==> config.mk <==
export PLATFORM = sky130hd
export DESIGN_NAME = tx_frame_arbiter
export DESIGN_NICKNAME = d
export VERILOG_FILES = /design/src/rtl/tx_frame_arbiter.sv
export SDC_FILE = /design/constraint.sdc
export NUM_CORES = 1
export LEC_CHECK = 0
export ABC_AREA = 1
export CORE_ASPECT_RATIO = 0.6
export CORE_MARGIN = 2
export CORE_UTILIZATION = 42
export CTS_BUF_LIST = sky130_fd_sc_hd__clkbuf_16
export CTS_CLUSTER_DIAMETER = 200
export DETAILED_ROUTE_END_ITERATION = 16
export PLACE_DENSITY_LB_ADDON = 0.15
export SLEW_MARGIN = 40
export SYNTH_ARGS = -nofsm -noshare
export SYNTH_HDL_FRONTEND = slang
export SYNTH_SLANG_ARGS = --single-unit
==> constraint.sdc <==
create_clock -name CLK_I -period 1.9 [get_ports CLK_I]
set_clock_uncertainty 0.2 [all_clocks]
set_input_delay 0.57 -clock CLK_I [delete_from_list [all_inputs] [get_ports CLK_I]]
set_output_delay 0.57 -clock CLK_I [all_outputs]
set_load 0.05 [all_outputs]
==> src/rtl/tx_frame_arbiter.sv <==
// Purpose: per-frame round-robin arbiter sharing one UART TX byte path between two producers.
// Latency: one cycle to arbitrate in IDLE; the owner's bytes pass to TX combinationally (zero cycles).
// Backpressure: the owner's READY follows TX_READY_I; the non-owner and the IDLE state see READY low.
// Ports: CLK_I/RST_I clock and synchronous active-high reset;
//        REQx_VALID_I/REQx_DATA_I/REQx_LAST_I/REQx_READY_O are the producer byte streams;
//        TX_READY_I/TX_WRITE_O/TX_DATA_O form the UART TX byte path;
//        GRANT_O is the one-hot owner (00 idle); ABORT_O pulses for one cycle on a watchdog release.
module tx_frame_arbiter #(
  parameter int DATA_WIDTH   = 8,
  parameter int MAX_FRAME    = 64,
  parameter int IDLE_TIMEOUT = 1024
) (
  input  logic                  CLK_I,
  input  logic                  RST_I,
  input  logic                  REQ0_VALID_I,
  input  logic [DATA_WIDTH-1:0] REQ0_DATA_I,
  input  logic                  REQ0_LAST_I,
  output logic                  REQ0_READY_O,
  input  logic                  REQ1_VALID_I,
  input  logic [DATA_WIDTH-1:0] REQ1_DATA_I,
  input  logic                  REQ1_LAST_I,
  output logic                  REQ1_READY_O,
  input  logic                  TX_READY_I,
  output logic                  TX_WRITE_O,
  output logic [DATA_WIDTH-1:0] TX_DATA_O,
  output logic [1:0]            GRANT_O,
  output logic                  ABORT_O
);

  localparam int BEAT_W = $clog2(MAX_FRAME + 1);
  localparam int IDLE_W = $clog2(IDLE_TIMEOUT);
  // Beat count just before the beat that fills the frame.
  localparam logic [BEAT_W-1:0] BEAT_LAST = BEAT_W'(MAX_FRAME - 1);
  // The idle watchdog fires on the quiet cycle that would carry the counter to IDLE_TIMEOUT-1.
  localparam logic [IDLE_W-1:0] IDLE_LAST = IDLE_W'(IDLE_TIMEOUT - 2);

  // Encoding doubles as the one-hot grant vector.
  typedef enum logic [1:0] {
    IDLE = 2'b00,
    OWN0 = 2'b01,
    OWN1 = 2'b10
  } state_t;

  state_t                state, state_nxt;
  logic                  ptr, ptr_nxt;      // 1 favours requester 1 on a contested arbitration
  logic                  abort_q, abort_nxt;
  logic [BEAT_W-1:0]     beat_cnt;
  logic [IDLE_W-1:0]     idle_cnt;
  logic                  own_valid;
  logic                  own_last;
  logic [DATA_WIDTH-1:0] own_data;
  logic                  beat;
  logic                  rel;
  logic                  rel_forced;

  // Owner mux: everything reads zero outside an OWN state.
  always_comb begin
    own_valid = 1'b0;
    own_last  = 1'b0;
    own_data  = '0;
    case (state)
      OWN0: begin
        own_valid = REQ0_VALID_I;
        own_last  = REQ0_LAST_I;
        own_data  = REQ0_DATA_I;
      end
      OWN1: begin
        own_valid = REQ1_VALID_I;
        own_last  = REQ1_LAST_I;
        own_data  = REQ1_DATA_I;
      end
      default: ;
    endcase
  end

  // Nothing is accepted during a reset cycle, so the dropped frame cannot leak a byte.
  assign beat         = own_valid & TX_READY_I & ~RST_I;
  assign TX_WRITE_O   = beat;
  assign TX_DATA_O    = own_data;
  assign REQ0_READY_O = (state == OWN0) & TX_READY_I & ~RST_I;
  assign REQ1_READY_O = (state == OWN1) & TX_READY_I & ~RST_I;
  assign GRANT_O      = state;
  assign ABORT_O      = abort_q;

  always_comb begin
    state_nxt  = state;
    ptr_nxt    = ptr;
    abort_nxt  = 1'b0;
    rel        = 1'b0;
    rel_forced = 1'b0;
    case (state)
      IDLE: begin
        if (REQ0_VALID_I && REQ1_VALID_I) state_nxt = ptr ? OWN1 : OWN0;
        else if (REQ0_VALID_I)            state_nxt = OWN0;
        else if (REQ1_VALID_I)            state_nxt = OWN1;
      end
      OWN0, OWN1: begin
        if (beat) begin
          // LAST wins over a simultaneous max-length hit: a clean end of frame.
          if (own_last) begin
            rel = 1'b1;
          end else if (beat_cnt == BEAT_LAST) begin
            rel        = 1'b1;
            rel_forced = 1'b1;
          end
        end else if (idle_cnt == IDLE_LAST) begin
          rel        = 1'b1;
          rel_forced = 1'b1;
        end
        if (rel) begin
          state_nxt = IDLE;
          ptr_nxt   = (state == OWN0);
          abort_nxt = rel_forced;
        end
      end
      default: state_nxt = IDLE;
    endcase
  end

  always_ff @(posedge CLK_I) begin
    if (RST_I) begin
      state    <= IDLE;
      ptr      <= 1'b0;
      abort_q  <= 1'b0;
      beat_cnt <= '0;
      idle_cnt <= '0;
    end else begin
      state   <= state_nxt;
      ptr     <= ptr_nxt;
      abort_q <= abort_nxt;
      // Counters only run while a grant is held and survives this cycle.
      if (state == IDLE || state_nxt == IDLE) begin
        beat_cnt <= '0;
        idle_cnt <= '0;
      end else if (beat) begin
        beat_cnt <= beat_cnt + 1'b1;
        idle_cnt <= '0;
      end else begin
        idle_cnt <= idle_cnt + 1'b1;
      end
    end
  end

endmodule

### Word-level counts from Yosys, hierarchy flattened

Index checks and enable logic that the tools add are counted.

| cells by class | value |
|---|---|
| $add $sub $neg | 2 |
| eq/ne operators | 4 |
| mux-type cells | 16 |
| bitwise gates (word level) | 9 |
| reduce and logical (&&, ||, !) cells | 9 |

Operator list:

| cell | count |
|---|---|
| $pmux W8 S2 | 1 |
| $add A10 B1 Y10 const B | 1 |
| $eq A10 B10 Y1 const B | 1 |
| $mux W2 | 5 |
| $add A7 B1 Y7 const B | 1 |
| $eq A7 B6 Y1 const B | 1 |
| $mux W1 | 7 |
| $and A1 B1 Y1 | 6 |
| $reduce_or A3 Y1 | 2 |
| $logic_not A2 Y1 | 2 |
| $pmux W1 S2 | 2 |
| $pmux W2 S2 | 1 |
| $reduce_or A2 Y1 | 2 |
| $not A1 Y1 | 3 |
| $eq A2 B1 Y1 const B | 1 |
| $eq A2 B2 Y1 const B | 1 |
| $reduce_and A2 Y1 | 1 |
| $logic_and A1 B1 Y1 | 1 |
| $logic_or A1 B1 Y1 | 1 |

| storage, ports and cells | value |
|---|---|
| register bits after elaboration | 21 |
| input port bits | 23 |
| output and inout port bits | 14 |

### Longest topological paths before layout

Gate-level depths: netlist of run 1.

| depth | value |
|---|---|
| depth after elaboration | 11 |
| mapped depth | 14 |
| depth with buffers taken out | 13 |

### Least setup slack after synthesis of run 1

Ideal clock, no wire load.

| timing | value |
|---|---|
| path type | reg2out |
| from | reg state[0] (netlist: GRANT_O[0]) |
| to | out TX_DATA_O[0] |
| arrival | 2.114 ns |
| required time | 1.130 ns |
| path slack | -0.984 ns |
| stages on the path, launching flop included | 6 |
| path buffers | 1 |
| path through | dfxtp_1 inv_1 ha_1 buf_4 inv_1 a21oi_1 |

| between the ends | value |
|---|---|
| word-level cells in the longest chain between the ends | 2 |
| elaborated cells between the ends (all ways) | 3 |
| those cells by class | eq/ne: 2; mux: 1 |

Ends and longest elaborated chain:

| what | line | RTL |
|---|---|---|
| from (decl) | 44 | `state_t state, state_nxt;` |
| from (signal assigned) | 128 | `state <= state_nxt;` |
| $eq A2 B2 Y1 or $eq A2 B1 Y1 (tied branches) | 61 | `case (state)` |
| $pmux W8 S2 (*) | 61 |  |
| to (decl) | 25 | `output logic [DATA_WIDTH-1:0] TX_DATA_O,` |

Every way passes the cells marked *; elsewhere a longest branch is shown, timed or not.

### Worst setup path in the final report of run 1

| timing | value |
|---|---|
| from | reg state[0] (netlist: GRANT_O[0]) |
| to | out TX_DATA_O[7] |

The elaborated chain is that of the path after synthesis.

==> metrics, run 1 <==
H-tree depth 1; Final Hold Fails 0; Yosys cell types 21; Antenna Nets Post-Route 0; Avg Vias per Cell 4.97; Vias 1421; Cell Chain, Critical Path inv_4 > ha_4 > clkinvlp_4 > buf_12 > a21oi_4 > buf_12; Min-Delay Path Class flop to flop; leading area contributor after synthesis dfxtp_1; Cells after Synth 180; clock latency on the worst-skew pair 0.26 ns; Main synth FF type dfxtp_1; Final Cycle Share 1.21; clock buffer depth 2; grt total ovfl 0; R2R Setup Slk -0.17 ns; Slowest-stage cell, CP dfxtp_4; Crit path required time 1.13 ns; # diodes 0; Avg Inst Size Synth 6.86 sq um; largest net degree at the start of global routing 13; setup repair after global routing missed its margin true; Initial Utilization 0.436; FF-to-FF path depth 13; core area 2830 sq um; design area 2330 sq um; CTS clk-pin slew, worst paths 0.06 ns; antenna violations before repair 0; chip height 46 um; number of enable flip-flop cells after synthesis 0; Initial DRC Count 89; most frequent cell after synthesis nand2_1; Hold Path Stages 1; Setup Viol. Count Final 31; Area Overhead vs Synth 88.9%; top cells by count, synth nand2_1 (56), nor2_1 (28), dfxtp_1 (21); hpwl dp 3010 um; Fmax 434 MHz; row count 15; I/O pins 37; dpl cell area 2070 sq um; worst slack, placed -0.470 ns; root buffer cell clkbuf_16; Hold Crit Endpoint idle_cnt[0]$_SDFF_PP0_; failing checks setup timing; worst r2r src GRANT_O[1]$_SDFF_PP0_; CTS Sinks 21; die width 74.0 um; post-detailed-routing wire length 4140 um; pwr dens 600 nW/um^2; syn_nets 210; synth top area cells dfxtp_1 (34%), nand2_1 (17%), nor2_1 (8.5%), ha_1 (7.1%), xor2_1 (7.1%); CP Capture Type primary output; share of cells above drive strength 1 0.385; Leak 0.874 nW; Crit Path Class flop to primary output; Pre-antenna DRT Iters 5; worst-margin pin slew 0.529 ns; largest vdd supply drop 360 uV; Synth top area share 0.340; CP most frequent cell buf_12; YS warnings 0; final setup margin -0.406 ns; Synth Cell Area 1230 sq um; Final Net Count 275; Seq/Total Area, Yosys 0.340; clock buffer count from CTS 3; drc violations 0; routability congestion estimate 0.784; outcome finished with violations; critical path's largest stage delay 0.37 ns; GRT Util Overall 0.248; RR Endpoint beat_cnt[3]$_SDFFE_PP0N_; port bufs 36; WP data arrival 1.54 ns; minimum clock period 2.31 ns; slew margin rel. 0.648; Hold Startpoint idle_cnt[0]$_SDFF_PP0_; first-pass GRT wire length 6240 um; vias in the first global route 1317; Async SR Flop Fraction 0; CTS tree built; type of origin of the critical path flop; Die ar. 3400 sq um; MaxCap Viol Count 0; Slew Limit Fails 0; worst-path maximum fanout 8; Routed wire per std cell 14.5 um; synthesized flop and latch total 21
registers in the layout, summed over array words and instances, names as in the netlist:
| name | cells |
|---|---|
| idle_cnt | 10 |
| GRANT_O | 2 |
| ptr | 1 |
| ABORT_O | 1 |
| beat_cnt | 7 |
what timing repair did:
item,in CTS,in global routing
pin swaps,5,5
setup endpoints to repair,32,32
hold buffers,0,0
gates resized for setup,12,24
setup buffers,5,4
cloned,1,0
critical path, delay by kind of cell, from the launching register on:
kind | cells | cell delay, ns
AOI/OAI and AO/OA | 1 | 0.14
DFF | 1 | 0.37
adders and majority gates | 1 | 0.30
buffers and inverters | 4 | 0.47
where the power goes:
group	total, mW	internal [mW]	switching, mW	leakage, nW
Combinational	0.494	0.232	0.262	0.662
Sequential	0.455	0.447	0.00820	0.171
Clock	0.450	0.283	0.168	0.0409
placed cells by master (no fill, tap or decap):
cell / netlist / routed
nand3_4: 2 / 5
inv_4: 0 / 2
dfxtp_4: 0 / 2
nor4_1: 1 / 1
xnor2_1: 3 / 3
inv_2: 3 / 2
xor2_1: 10 / 10
nand2_4: 0 / 2
ha_2: 0 / 2
dfxtp_1: 21 / 19
nor2_2: 0 / 11
a21oi_4: 0 / 8
clkbuf_16: 0 / 3
nand2_1: 56 / 48
ha_1: 7 / 4
nand3b_1: 1 / 1
clkinv_2: 0 / 1
a21oi_1: 12 / 3
o211ai_1: 1 / 1
inv_1: 15 / 12
nand2_8: 0 / 1
nor3_1: 3 / 2
nor2_1: 28 / 14
dlygate4sd2_1: 0 / 4
nor3_2: 0 / 1
nor2_4: 0 / 3
clkinvlp_4: 0 / 1
nand2_2: 2 / 7
ha_4: 0 / 1
a21oi_2: 0 / 1
buf_6: 0 / 3
clkdlybuf4s50_1: 0 / 18
buf_12: 0 / 15
o21ai_0: 1 / 1
buf_4: 1 / 22
nand3_1: 9 / 9
inv_8: 0 / 1
layer usage:
metal | track usage | up-vias | wire length (um)
li1 | - | 691 | -
met1 | 0.301 | 673 | 1770
met4 | 0.0582 | 0 | 76
met3 | 0.0531 | 10 | 196
met5 | 0 | - | 0
met2 | 0.455 | 47 | 2090
metrics by stage:
step	cells	TNS (ns)	hold slack [ns]	util	power [mW]
floorplan	180	-6.43	0.230	-	0.681
global placement	272	-11.26	0.240	0.731	0.869
detailed placement	272	-12.64	0.258	0.731	0.884
CTS	282	-6.28	0.271	0.785	1.36
global route	286	-9.15	0.283	0.823	1.45
finish	286	-6.81	0.264	0.823	1.40
how the worst max path moves through the flow:
stage	start	end	cells past startpoint	slack (ns)
floorplan	GRANT_O[0]$_SDFF_PP0_	TX_DATA_O[0]	5	-0.44
global placement	REQ1_VALID_I	TX_WRITE_O	6	-0.44
detailed placement	REQ1_VALID_I	idle_cnt[4]$_SDFF_PP0_	11	-0.47
CTS	GRANT_O[0]$_SDFF_PP0_	TX_DATA_O[7]	6	-0.41
global route	GRANT_O[0]$_SDFF_PP0_	TX_DATA_O[1]	6	-0.45
finish	GRANT_O[0]$_SDFF_PP0_	TX_DATA_O[7]	6	-0.41
cell type report:
cell class	instances	area [sq um]
Multi-Input combinational cell	139	973
Clock inverter	1	5.00
Clock buffer	3	75.1
Sequential cell	21	428
Inverter	18	83.8
Timing Repair Buffer	62	714
Fill cell	158	502
Tap cell	42	52.6
cell families (layout without fill, tap and decap cells):
| family | count (synthesis) | after routing | synth area share |
|---|---|---|---|
| fa+ha+maj | 7 | 7 | 0.0709 |
| xor+xnor | 13 | 13 | 0.0922 |
| compound gates | 14 | 14 | 0.0588 |
| buf+inv | 21 | 84 | 0.0679 |
| simple gates | 104 | 105 | 0.370 |
| flops | 21 | 21 | 0.340 |
No activity file was read; power rests on OpenSTA's default activity.
==> run 2: changes to the inputs <==
--- a/config.mk
+++ b/config.mk
@@ -8,7 +8,7 @@
 export ABC_AREA = 1
 export CORE_ASPECT_RATIO = 0.6
 export CORE_MARGIN = 2
-export CORE_UTILIZATION = 42
+export CORE_UTILIZATION = 46
 export CTS_BUF_LIST = sky130_fd_sc_hd__clkbuf_16
 export CTS_CLUSTER_DIAMETER = 200
 export DETAILED_ROUTE_END_ITERATION = 16
==> constraint.sdc (replaced) <==
create_clock -name CLK_I -period 2.56 [get_ports CLK_I]
set_clock_uncertainty 0.2 [all_clocks]
set_input_delay 0.768 -clock CLK_I [delete_from_list [all_inputs] [get_ports CLK_I]]
set_output_delay 0.768 -clock CLK_I [all_outputs]
set_load 0.05 [all_outputs]
==> run 2 against run 1 <==
The run still ends with setup timing left; largest power group is now sequential cells; register-to-register slack better by 0.49 ns; sequential cell count unchanged; clock-buffer cell count unchanged; first-iteration DRC count down 54%; sequential share of layout area up 2.1 points; critical endpoint is now TX_DATA_O[0]; utilization up 0.54 points.
==> metrics, run 2 (synthesis gave the netlist of run 1 again) <==
outcome finished with violations; failing checks setup timing; routed length on met2 1880 um (-10%); WP data arrival 1.59 ns (+0.05 ns); GRT Util Overall 0.243 (-0.00554); Routed wire per std cell 14.6 um (+0.73%); H-tree depth 1 (unchanged); Top reg by flops idle_cnt; clock latency on the worst-skew pair 0.25 ns (about the same); Fmax 390 MHz; FF-to-FF path depth 14 (+1); I/O pins 37 (unchanged); Avg Vias per Cell 5.11 (+2.9%); slew margin rel. 0.666 (+0.0184); antenna violations before repair 0 (unchanged); Slew Limit Fails 0 (unchanged); CP most frequent cell buf_12; Crit path required time 1.59 ns (+0.46 ns); worst-margin pin slew 0.499 ns (-0.0292 ns); design area 2090 sq um (-10%); Setup Viol. Count Final 1 (-97%); minimum clock period 2.56 ns; final setup margin -0.00232 ns (+0.404 ns); Routed met1 length 1680 um (-4.8%); largest vdd supply drop 349 uV (-2.8%); hold_buf cts 0 (unchanged); fillcell total 160 (+1.3%); # diodes 0 (unchanged); Final Hold Fails 0 (unchanged); post-detailed-routing wire length 3830 um (-7.4%); Pre-antenna DRT Iters 4 (-1); clock buffer count from CTS 3 (unchanged); root buffer cell clkbuf_16; CP Buf/Inv Count 4 (unchanged); Vias 1345 (-5.3%); most frequent cells in the layout nand2_1 (39), nor2_1 (26), dlygate4sd2_1 (20), dfxtp_1 (19), nand2_2 (19); pwr dens 463 nW/um^2 (-23%); Leak 0.809 nW (-7.4%); port bufs 36 (unchanged); first-pass GRT wire length 5810 um (-6.9%); largest net degree at the start of global routing 13 (unchanged); routability congestion estimate 0.814 (+3.8%); Min-Delay Path Class flop to flop; CTS clk-pin slew, worst paths 0.06 ns (about the same); CP Capture Type primary output; max reg flops 10 (unchanged); R2R Setup Slk 0.32 ns (+0.49 ns); hpwl dp 2800 um (-7.1%); setup repair after global routing missed its margin true; core area 2520 sq um (-11%); Hold Path Stages 1 (unchanged); vias in the first global route 1323 (+0.46%); grt total ovfl 0 (unchanged); Initial Utilization 0.490 (+0.0538); chip height 44.1 um (-4.1%); share of cells above drive strength 1 0.316 (-0.0692); Crit Path Class flop to primary output; MaxCap Viol Count 0 (unchanged); Core Util, Final 0.828 (+0.00542); Antenna Nets Post-Route 0 (unchanged); Highest Signal Layer met4; Cell Chain, Critical Path inv_4 > ha_4 > clkinvlp_4 > buf_12 > a21oi_4 > buf_12; hold slack 0.272 ns (+0.00837 ns); dpl cell area 1950 sq um (-5.9%); Area Overhead vs Synth 69.2%; Die ar. 3130 sq um (-8.1%); Final Net Count 262 (-4.7%); worst-path maximum fanout 8 (unchanged); row count 14 (-1); CTS Sinks 21 (unchanged); cell count along the critical path 6 (unchanged); most common cell after layout, fill and taps aside nand2_1; drc violations 0 (unchanged); CTS tree built; CP delay by family, top buffers and inverters; die width 70.9 um (-4.2%); wire length on met3 184 um (-6.1%); Slowest-stage cell, CP dfxtp_4; type of origin of the critical path flop; Initial DRC Count 41 (-54%); clock buffer depth 2 (unchanged); critical path's largest stage delay 0.39 ns (+0.02 ns); Final Cycle Share 1.00; Pwr Total 0.967 mW (-31%)
[run 2: changes by cell type in the layout (fill, tap and decap cells not counted), sizes merged]
cell / previous run / this run
dlygate4sd2: 4 / 20
buf: 40 / 25
clkdlybuf4s50: 18 / 5
nand3: 14 / 13
[run 2: layer usage]
layer,up-vias,GRT usage
li1,661,-
met1,630,0.300
met2,44,0.430
met4,0,0.0566
met5,-,0
met3,10,0.0683
[run 2: layout make-up]
type                            count  area, sq um  area share
Clock inverter                      1         5.00     0.00240
Sequential cell                    21          428       0.205
Tap cell                           32         40.0      0.0192
Timing Repair Buffer               50          579       0.277
Multi-Input combinational cell    138          886       0.424
Inverter                           18         76.3      0.0365
Clock buffer                        3         75.1      0.0359
[run 2: report_power, final]
part	total, mW	switching (mW)	internal, mW
clock network	0.327	0.117	0.210
registers	0.339	0.00698	0.332
logic	0.301	0.171	0.130
[run 2: worst register-to-register path: stages, from the launching register on]
cell	delay, ns
dfxtp_4	0.39
inv_4	0.05
ha_4	0.32
buf_4	0.14
nand2_1	0.05
inv_2	0.07
nand3_4	0.09
buf_4	0.17
nand3_2	0.07
nand3_1	0.09
nand2_1	0.07
nand2_1	0.08
nand2_2	0.12
nand3_4	0.14
nor2_1	0.13
[run 2: path summary, 6_finish.rpt]
path                                 end              startpoint
setup / recovery            TX_DATA_O[0]   GRANT_O[1]$_SDFF_PP0_
hold / removal    idle_cnt[0]$_SDFF_PP0_  idle_cnt[0]$_SDFF_PP0_
setup reg to reg  idle_cnt[9]$_SDFF_PP0_   GRANT_O[1]$_SDFF_PP0_
hold reg to reg   idle_cnt[0]$_SDFF_PP0_  idle_cnt[0]$_SDFF_PP0_
[run 2: stage by stage]
step	cells	setup slack [ns]	TNS, ns
after detailed placement	257	-0.160	-2.35
after global placement	257	-0.131	-1.30
final	263	-0.00232	-0.00232
after floorplan	180	0.00863	0
after CTS	261	-0.00261	-0.00340
after global routing	263	-0.0389	-0.230
[run 2: timing repair]
action / CTS / global route
setup endpoints to repair: 11 / 10
pin swaps: 18 / 1
setup buffers: 0 / 2
endpoints found under the hold margin: 0 / 0
resized for setup: 39 / 7
==> run 3: changes to the inputs <==
--- a/config.mk
+++ b/config.mk
@@ -13,6 +13,7 @@
 export CTS_CLUSTER_DIAMETER = 200
 export DETAILED_ROUTE_END_ITERATION = 16
 export PLACE_DENSITY_LB_ADDON = 0.15
+export SKIP_CTS_REPAIR_TIMING = 1
 export SLEW_MARGIN = 40
 export SYNTH_ARGS = -nofsm -noshare
 export SYNTH_HDL_FRONTEND = slang
==> run 3 against run 2 <==
The flow now finishes without violations; sequential cell count is the same; design area grew 3.4%; die area is the same; critical path type unchanged; largest cell class unchanged; largest power group unchanged.
==> metrics, run 3 (synthesis gave the netlist of run 1 again) <==
outcome finished clean; CTS tree built; core area 2520 sq um (unchanged); Cell Chain, Critical Path inv_4 > ha_4 > buf_4 > nand2_1 > inv_2 > nand3_4 > inv_4 > buf_12; Vias 1374 (+2.2%); port bufs 36 (unchanged); critical path's largest stage delay 0.39 ns (about the same); root buffer cell clkbuf_16; busiest grt layer met2; Slowest-stage cell, CP dfxtp_4; post-detailed-routing wire length 3880 um (+1.3%); H-tree depth 1 (unchanged); final setup margin 0.0122 ns (+0.0145 ns); CP Capture Type primary output; clock latency on the worst-skew pair 0.25 ns (about the same); Routed wire per std cell 14.8 um (+1.3%); CP Buf/Inv Count 5 (+1); Crit path required time 1.59 ns (about the same); CP most frequent cell inv_4; vias in the first global route 1298 (-1.9%); largest net degree at the start of global routing 13 (unchanged); die width 70.9 um (unchanged); Reg area 428 sq um (unchanged); Final Cycle Share 0.995 (-0.00568); grt met2 use 0.432 (+0.00187); drc violations 0 (unchanged); Layout Cells excl Fill 263 (unchanged); CTS Sinks 21 (unchanged); clock buffer count from CTS 3 (unchanged); Antenna Nets Post-Route 0 (unchanged); max reg flops 10 (unchanged); placed cell count 257 (unchanged); MaxCap Viol Count 0 (unchanged); # diodes 0 (unchanged); chip height 44.1 um (unchanged); largest vdd supply drop 352 uV (+0.71%); type of origin of the critical path flop; hold slack 0.273 ns (+0.000984 ns); CTS clk-pin slew, worst paths 0.05 ns (about the same); Avg Vias per Cell 5.22 (+2.2%); clock buffer depth 2 (unchanged); Initial DRC Count 42 (+2.4%); Area Overhead vs Synth 75.0%; Pre-antenna DRT Iters 4 (unchanged); CP delay by family, top buffers and inverters; hpwl dp 2800 um (unchanged); Die ar. 3130 sq um (unchanged); slew margin rel. 0.666 (about the same); worst-margin pin slew 0.499 ns (-0.000386 ns); GRT Util Overall 0.238 (-0.00447); Leak 0.964 nW (+19%); Crit Path Class flop to primary output; antenna violations before repair 0 (unchanged); worst-path maximum fanout 7 (-1); first-pass GRT wire length 5740 um (-1.2%); GRT met3 Usage 0.0615 (-0.00683); worst slack, placed -0.160 ns (unchanged); Final Net Count 262 (unchanged); fillcell total 132 (-18%); Top reg by flops idle_cnt; share of cells above drive strength 1 0.316 (unchanged); WP data arrival 1.58 ns (about the same); Min-Delay Path Class flop to flop; minimum clock period 2.55 ns (-0.0145 ns); row count 14 (unchanged); grt total ovfl 0 (unchanged); most frequent cells in the layout nand2_1 (39), nor2_1 (26), dlymetal6s2s_1 (20), dfxtp_1 (19), nand2_2 (19); Final Hold Fails 0 (unchanged); Setup Viol. Count Final 0 (-1); Slew Limit Fails 0 (unchanged); setup repair after global routing missed its margin true; Initial Utilization 0.490 (unchanged); Fmax 392 MHz (+0.57%); area of the multi-input gates 886 sq um (unchanged); I/O pins 37 (unchanged); routability congestion estimate 0.814 (unchanged); pwr dens 449 nW/um^2 (-3.0%); most common cell after layout, fill and taps aside nand2_1; met1 Usage GRT 0.297 (-0.00281)
## run 3: cell types whose count changed in the layout (fill, tap and decap cells not counted)
cell            previous run  this run
buf_4                     11        12
buf_6                      1         0
dlygate4sd2_1             20         0
dlymetal6s2s_1             0        20
## run 3: final cells by class
class | instances | area share
Multi-Input combinational cell | 138 | 0.410
Timing Repair Buffer | 50 | 0.301
Sequential cell | 21 | 0.198
Inverter | 18 | 0.0353
Clock buffer | 3 | 0.0347
Tap cell | 32 | 0.0185
Clock inverter | 1 | 0.00232
## run 3: through the flow
| stage | util | setup TNS [ns] | cell area [sq um] | power, mW |
|---|---|---|---|---|
| floorplan | - | 0 | 1360 | 0.496 |
| global placement | 0.772 | -1.30 | 1950 | 0.613 |
| CTS | 0.804 | -0.733 | 2030 | 0.944 |
| finish | 0.857 | 0 | 2160 | 0.970 |
| detailed placement | 0.772 | -2.35 | 1950 | 0.621 |
| global route | 0.857 | -0.239 | 2160 | 1.00 |
## run 3: final timing paths
path                     startpoint                  endpoint  slack (ns)  depth (start not counted)
max           GRANT_O[1]$_SDFF_PP0_                TX_WRITE_O        0.01                          8
max reg2reg   GRANT_O[1]$_SDFF_PP0_  beat_cnt[6]$_SDFFE_PP0N_        0.30                         15
min          idle_cnt[0]$_SDFF_PP0_    idle_cnt[0]$_SDFF_PP0_        0.27                          1
min reg2reg  idle_cnt[0]$_SDFF_PP0_    idle_cnt[0]$_SDFF_PP0_        0.27                          1
## run 3: worst register-to-register path: cells and delay by family (launching register included)
kind / cells / cell delay, ns
adders and majority gates: 1 / 0.32
buffers and inverters: 5 / 0.48
DFF: 1 / 0.39
and+or+nand+nor: 9 / 0.76
## run 3: per-layer routing
layer | vias to the layer above | wire length (um)
met1 | 648 | 1560
li1 | 661 | -
met4 | 0 | 88
met5 | - | 0
met3 | 10 | 259
met2 | 55 | 1970
## run 3: report_power, final
part | leakage, nW | internal [mW] | switching (mW)
Combinational | 0.752 | 0.136 | 0.169
Sequential | 0.171 | 0.332 | 0.00730
Clock | 0.0409 | 0.210 | 0.116
Total | 0.964 | 0.678 | 0.292
